File: src/rtl/alu_op_sequencer.sv
// alu_op_sequencer: FIFO-buffered in-order issue of ALU requests with fixed-latency result capture.
module alu_op_sequencer #(
    parameter int DEPTH = 4,
    parameter int LAT   = 2
) (
    input  logic                     clk,
    input  logic                     rst,
    input  logic                     in_valid,
    output logic                     in_ready,
    input  logic [3:0]               in_opcode,
    input  logic [15:0]              in_a,
    input  logic [15:0]              in_b,
    output logic [3:0]               alu_opcode,
    output logic [15:0]              alu_a,
    output logic [15:0]              alu_b,
    input  logic [15:0]              alu_result,
    output logic                     out_valid,
    input  logic                     out_ready,
    output logic [15:0]              out_result,
    output logic [3:0]               out_opcode,
    output logic                     out_illegal,
    output logic                     busy,
    output logic [$clog2(DEPTH):0]   fifo_count
);
    localparam int AW = $clog2(DEPTH);
    localparam int CW = $clog2(LAT) + 1;
    localparam logic [AW:0]   FULL = (AW + 1)'(DEPTH);
    localparam logic [CW-1:0] CNT0 = CW'(LAT - 1);

    typedef enum logic [1:0] {IDLE, WAIT, HOLD} state_t;

    state_t        r_state, w_next;
    logic [3:0]    r_mem_op [DEPTH];
    logic [15:0]   r_mem_a  [DEPTH];
    logic [15:0]   r_mem_b  [DEPTH];
    logic [AW-1:0] r_wr, r_rd;
    logic [AW:0]   r_count;
    logic [CW-1:0] r_cnt;
    logic [3:0]    r_cur_op;
    logic          r_cur_ill;
    logic          w_push, w_issue, w_ill;
    logic [3:0]    w_head_op;

    assign w_head_op  = r_mem_op[r_rd];
    assign w_ill      = (w_head_op == 4'b0111) || (w_head_op[3:2] == 2'b11 && w_head_op != 4'b1111);
    assign in_ready   = r_count < FULL;
    assign w_push     = in_valid && in_ready;
    assign w_issue    = (r_count != '0) && (r_state == IDLE || (r_state == HOLD && out_ready));
    assign busy       = (r_state != IDLE) || (r_count != '0);
    assign fifo_count = r_count;

    always_ff @(posedge clk) begin
        if (rst) r_state <= IDLE;
        else     r_state <= w_next;
    end

    always_comb begin
        w_next = r_state;
        unique case (r_state)
            IDLE:    w_next = w_issue ? WAIT : IDLE;
            WAIT:    w_next = (r_cnt == '0) ? HOLD : WAIT;
            HOLD:    w_next = out_ready ? (w_issue ? WAIT : IDLE) : HOLD;
            default: w_next = IDLE;
        endcase
    end

    always_ff @(posedge clk) begin
        if (w_push) begin
            r_mem_op[r_wr] <= in_opcode;
            r_mem_a[r_wr]  <= in_a;
            r_mem_b[r_wr]  <= in_b;
        end
    end

    always_ff @(posedge clk) begin
        if (rst) begin
            r_wr        <= '0;
            r_rd        <= '0;
            r_count     <= '0;
            r_cnt       <= '0;
            r_cur_op    <= '0;
            r_cur_ill   <= 1'b0;
            alu_opcode  <= 4'b1111;
            alu_a       <= '0;
            alu_b       <= '0;
            out_valid   <= 1'b0;
            out_result  <= '0;
            out_opcode  <= '0;
            out_illegal <= 1'b0;
        end else begin
            r_count <= r_count + (AW + 1)'(w_push) - (AW + 1)'(w_issue);
            if (w_push) r_wr <= r_wr + AW'(1);
            // Illegal opcodes reach the ALU as CLEAR; the original opcode travels with the result.
            if (w_issue) begin
                r_rd       <= r_rd + AW'(1);
                alu_opcode <= w_ill ? 4'b1111 : w_head_op;
                alu_a      <= r_mem_a[r_rd];
                alu_b      <= r_mem_b[r_rd];
                r_cur_op   <= w_head_op;
                r_cur_ill  <= w_ill;
                r_cnt      <= CNT0;
            end
            if (r_state == WAIT) begin
                if (r_cnt == '0) begin
                    out_valid   <= 1'b1;
                    out_result  <= alu_result;
                    out_opcode  <= r_cur_op;
                    out_illegal <= r_cur_ill;
                end else begin
                    r_cnt <= r_cnt - CW'(1);
                end
            end
            if (r_state == HOLD && out_ready) out_valid <= 1'b0;
        end
    end
endmodule

File: config.mk
export PLATFORM = sky130hd
export DESIGN_NAME = alu_op_sequencer
export DESIGN_NICKNAME = d
export VERILOG_FILES = /design/src/rtl/alu_op_sequencer.sv
export SDC_FILE = /design/constraint.sdc
export NUM_CORES = 1
export LEC_CHECK = 0
export ABC_AREA = 1
export CORE_MARGIN = 3
export CORE_UTILIZATION = 30
export CTS_CLUSTER_SIZE = 14
export DETAILED_ROUTE_END_ITERATION = 10
export GPL_TIMING_DRIVEN = 0
export PLACE_DENSITY_LB_ADDON = 0.05
export RECOVER_POWER = 25
export REMOVE_ABC_BUFFERS = 1
export SYNTH_ARGS = -nofsm -noshare
export SYNTH_HDL_FRONTEND = slang
export SYNTH_SLANG_ARGS = --single-unit
File: constraint.sdc
create_clock -name clk -period 8 [get_ports clk]
set_input_delay 1.2 -clock clk [delete_from_list [all_inputs] [get_ports clk]]
set_output_delay 1.2 -clock clk [all_outputs]
set_load 0.005 [all_outputs]
==> impl_metrics.ini, run 1 <==
[setup_path]
reg2reg_slack_ps = 5320
cp_max_fo = 70
critPathKind = in -> reg
start_kind = input pin
cp_slowest_stage_delay_ps = 610
critical_path_required_ps = 8380
crit_path_top_delay_cell = inv_4
crit_chain = clkdlybuf4s50_1 > inv_1 > a21oi_2 > o21ai_4 > inv_4 > ha_1 > inv_1 > ha_1 > fa_1 > inv_1 > nor2_1
worstSetupEndpointType = flop
path_common_cell = inv_1
cp.arrival_ps = 3820

[power_and_ir_drop]
ir_drop_v = 0.000210
p_clk_share_pct = 28.3
switching_share_pct = 32.2
p_per_area_nw_per_um2 = 370
total_leakage_power_nw = 3.70
p_switching_mw = 1.25
p_int_mw = 2.64
combPwrFrac_pct = 30.2
power_frac_seq_pct = 41.5

[cells_and_area]
area_growth_pct = 28.7
drive_above_1_share_pct = 7.20
design_area_um2 = 10500
final_util_pct = 39.8
fill_cells = 2514
num-nets-final = 891

[synthesis]
synthAdderAreaFrac_pct = 1.16
synth.top_cells.by_count = nor2_1, edfxtp_1, dfxtp_1
synthMuxAreaShare_pct = 0
synth_top_family_by_area = compound AO/OA/AOI/OAI gates
ys_types = 26
ys_seq_area_share_pct = 71.5
yosysWarnings = 0
synth_top_area_share_pct = 52.9
avgSynthCellArea_um2 = 11.4
ys.flop_type = edfxtp_1
synth_edf_count = 144
synth_compound_area_share_pct = 11.5
synth-simple-area-share_pct = 11.2
synthArstFlopShare_pct = 0
synthXorXnorAreaFrac_pct = 0.107
synthCells = 717
synth_area_leaders = edfxtp_1, dfxtp_1, nor2_1, o21ai_1, o21ai_0
synth_area_um2 = 8180
yosysMostFrequentCell = nor2_1
yosysTopAreaCell = edfxtp_1
ys_ff_latch = 220

[sta]
relSlewSlack_pct = 18.2
fin_crit_ps = 3440
rsz0062_at_grt = false
tightest_slew_ps = 1230
fin_ws_ps = 4560
finalSetupViolations = 0
hold_ws_ps = 447
slew_viol_final = 0
finalSetupTns_ps = 0
clock_skew_ps = 19.1
hold_viol = 0
fin_crit_sh_pct = 43.0
fmax_mhz = 291

[global_route]
grt_overflow = 0
grt_pass1_wl_mm = 30.2
grt_usage_pct = 13.3
grt_max_degree = 71
antenna_found_initial = 3
grt_pass1_vias = 5530

[floorplan]
ioPinCount = 119
die_x_um = 171
rows = 59
start_util_pct = 30.9
core_um2 = 26400
die-area_um2 = 29300
die_h_um = 171

[placement]
place_congestion = 0.689
place_area_um2 = 9720
io_buffers = 118
place_ws_ps = 3980
dp_hpwl_mm = 11.4

[clock_network]
cts_made_buffers = 25
post_cts_buffers = 0
postCtsHoldBufs = 0
cts_root_buffer = clkbuf_16
clockBufferDepth = 3
clkLatencyLatePin_ps = 520
cts_sinks = 220
clock_tree.htree_level_count = 1
cts_tree = done
cts.clk_slew.worst_paths_ps = 60
cts_resized = 0

[drt]
ant_nets = 0
drc = 0
via_count = 5562
post_drt_wl_per_cell_um = 16.5
routed_wl_mm = 19.5
viasPerCell = 4.70
drt_iter0_drc = 219
dr.pass1.iters = 4

[run]
max-cap-violations = 0

[outcome]
status = completed

[hold_path]
hp-class = reg -> reg
-- cell usage in the layout (no fill, tap or decap), types with 13 or more instances in the layout --
| master | count |
|---|---|
| clkbuf_16 | 25 |
| o21ai_0 | 52 |
| nor2_1 | 180 |
| clkdlybuf4s50_1 | 91 |
| inv_1 | 27 |
| edfxtp_1 | 144 |
| a31oi_1 | 33 |
| a21oi_1 | 15 |
| o21ai_1 | 72 |
| dfxtp_1 | 74 |
| nand3_1 | 13 |
| dlygate4sd3_1 | 27 |
| nand2_1 | 38 |
-- area by class of cell --
class / instances / area, µm² / share of cell area, %
timing repair buffer: 125 / 1320 / 12.6
multi-input combinational: 421 / 1990 / 18.9
clock buffer: 33 / 686 / 6.52
antenna: 1 / 2.50 / 0.0238
tap: 335 / 419 / 3.98
clock inverter: 13 / 114 / 1.08
sequential: 220 / 5850 / 55.6
inverter: 35 / 136 / 1.30
-- logic make-up after synthesis --
logic type      after synthesis
simple gates                237
flops                       220
compound gates              176
buf+inv                      76
fa+ha+maj                     7
xor+xnor                      1
-- power by group through the flow --
stage	logic (mW)	clock network [mW]	registers, mW
global placement	1.12	0	1.69
detailed placement	1.21	0	1.64
CTS	1.22	1.14	1.62
global route	1.35	1.19	1.64
floorplan	0.583	0	1.64
finish	1.18	1.10	1.61
-- routing by layer --
layer | global-route usage [%] | part of all wire (%)
met5 | 0 | 0.092
met4 | 4.37 | 3.2
met3 | 2.68 | 5.4
met2 | 23.8 | 49
met1 | 16.0 | 42
-- final timing paths --
| path | from | endpoint | cells after the start |
|---|---|---|---|
| worst max-delay path | out_ready | fifo_count[1] | 11 |
| worst min-delay path | r_cnt[1] | r_cnt[1] | 2 |
| worst max register to register | fifo_count[1] | fifo_count[2] | 10 |
| worst min register to register | r_cnt[1] | r_cnt[1] | 2 |
-- flip-flops by register name, summed over array words and instances (netlist names), named ones only --
signal	flops
alu_b	16
r_wr	2
r_mem_op	16
r_cur_op	4
r_mem_a	64
r_cnt	2
out_opcode	4
r_cur_ill	1
out_valid	1
r_mem_b	64
fifo_count	3
out_illegal	1
r_state	2
alu_a	16
r_rd	2
alu_opcode	4
out_result	16
-- stage by stage --
step | power (mW) | instances
finish | 3.89 | 1183
detailed placement | 2.85 | 1136
global route | 4.18 | 1183
CTS | 3.98 | 1182
global placement | 2.81 | 1129
floorplan | 2.22 | 676
-- critical path, delay by kind of cell --
| family | cells | cell delay (ps) |
|---|---|---|
| fa+ha+maj | 3 | 920 |
| compound gates | 2 | 340 |
| buf+inv | 5 | 1290 |
| simple gates | 1 | 30 |
Power figures use the tool's default switching activity.
==> inputs of run 2 (changes only) <==
==> constraint.sdc (replaced) <==
create_clock -name clk -period 3.3 [get_ports clk]
set_input_delay 0.495 -clock clk [delete_from_list [all_inputs] [get_ports clk]]
set_output_delay 0.495 -clock clk [all_outputs]
set_load 0.005 [all_outputs]
==> results of run 2 <==
Same layout as run 1 (identical final DEF). Status: completed.
Among the figures that moved: setup slack after placement 3980 ps -> -14.0 ps; setup slack after layout 4560 ps -> 563 ps; register-to-register setup slack 5320 ps -> 620 ps; total power 3.89 mW -> 9.44 mW; worst IR drop on VDD 0.000210 V -> 0.000509 V
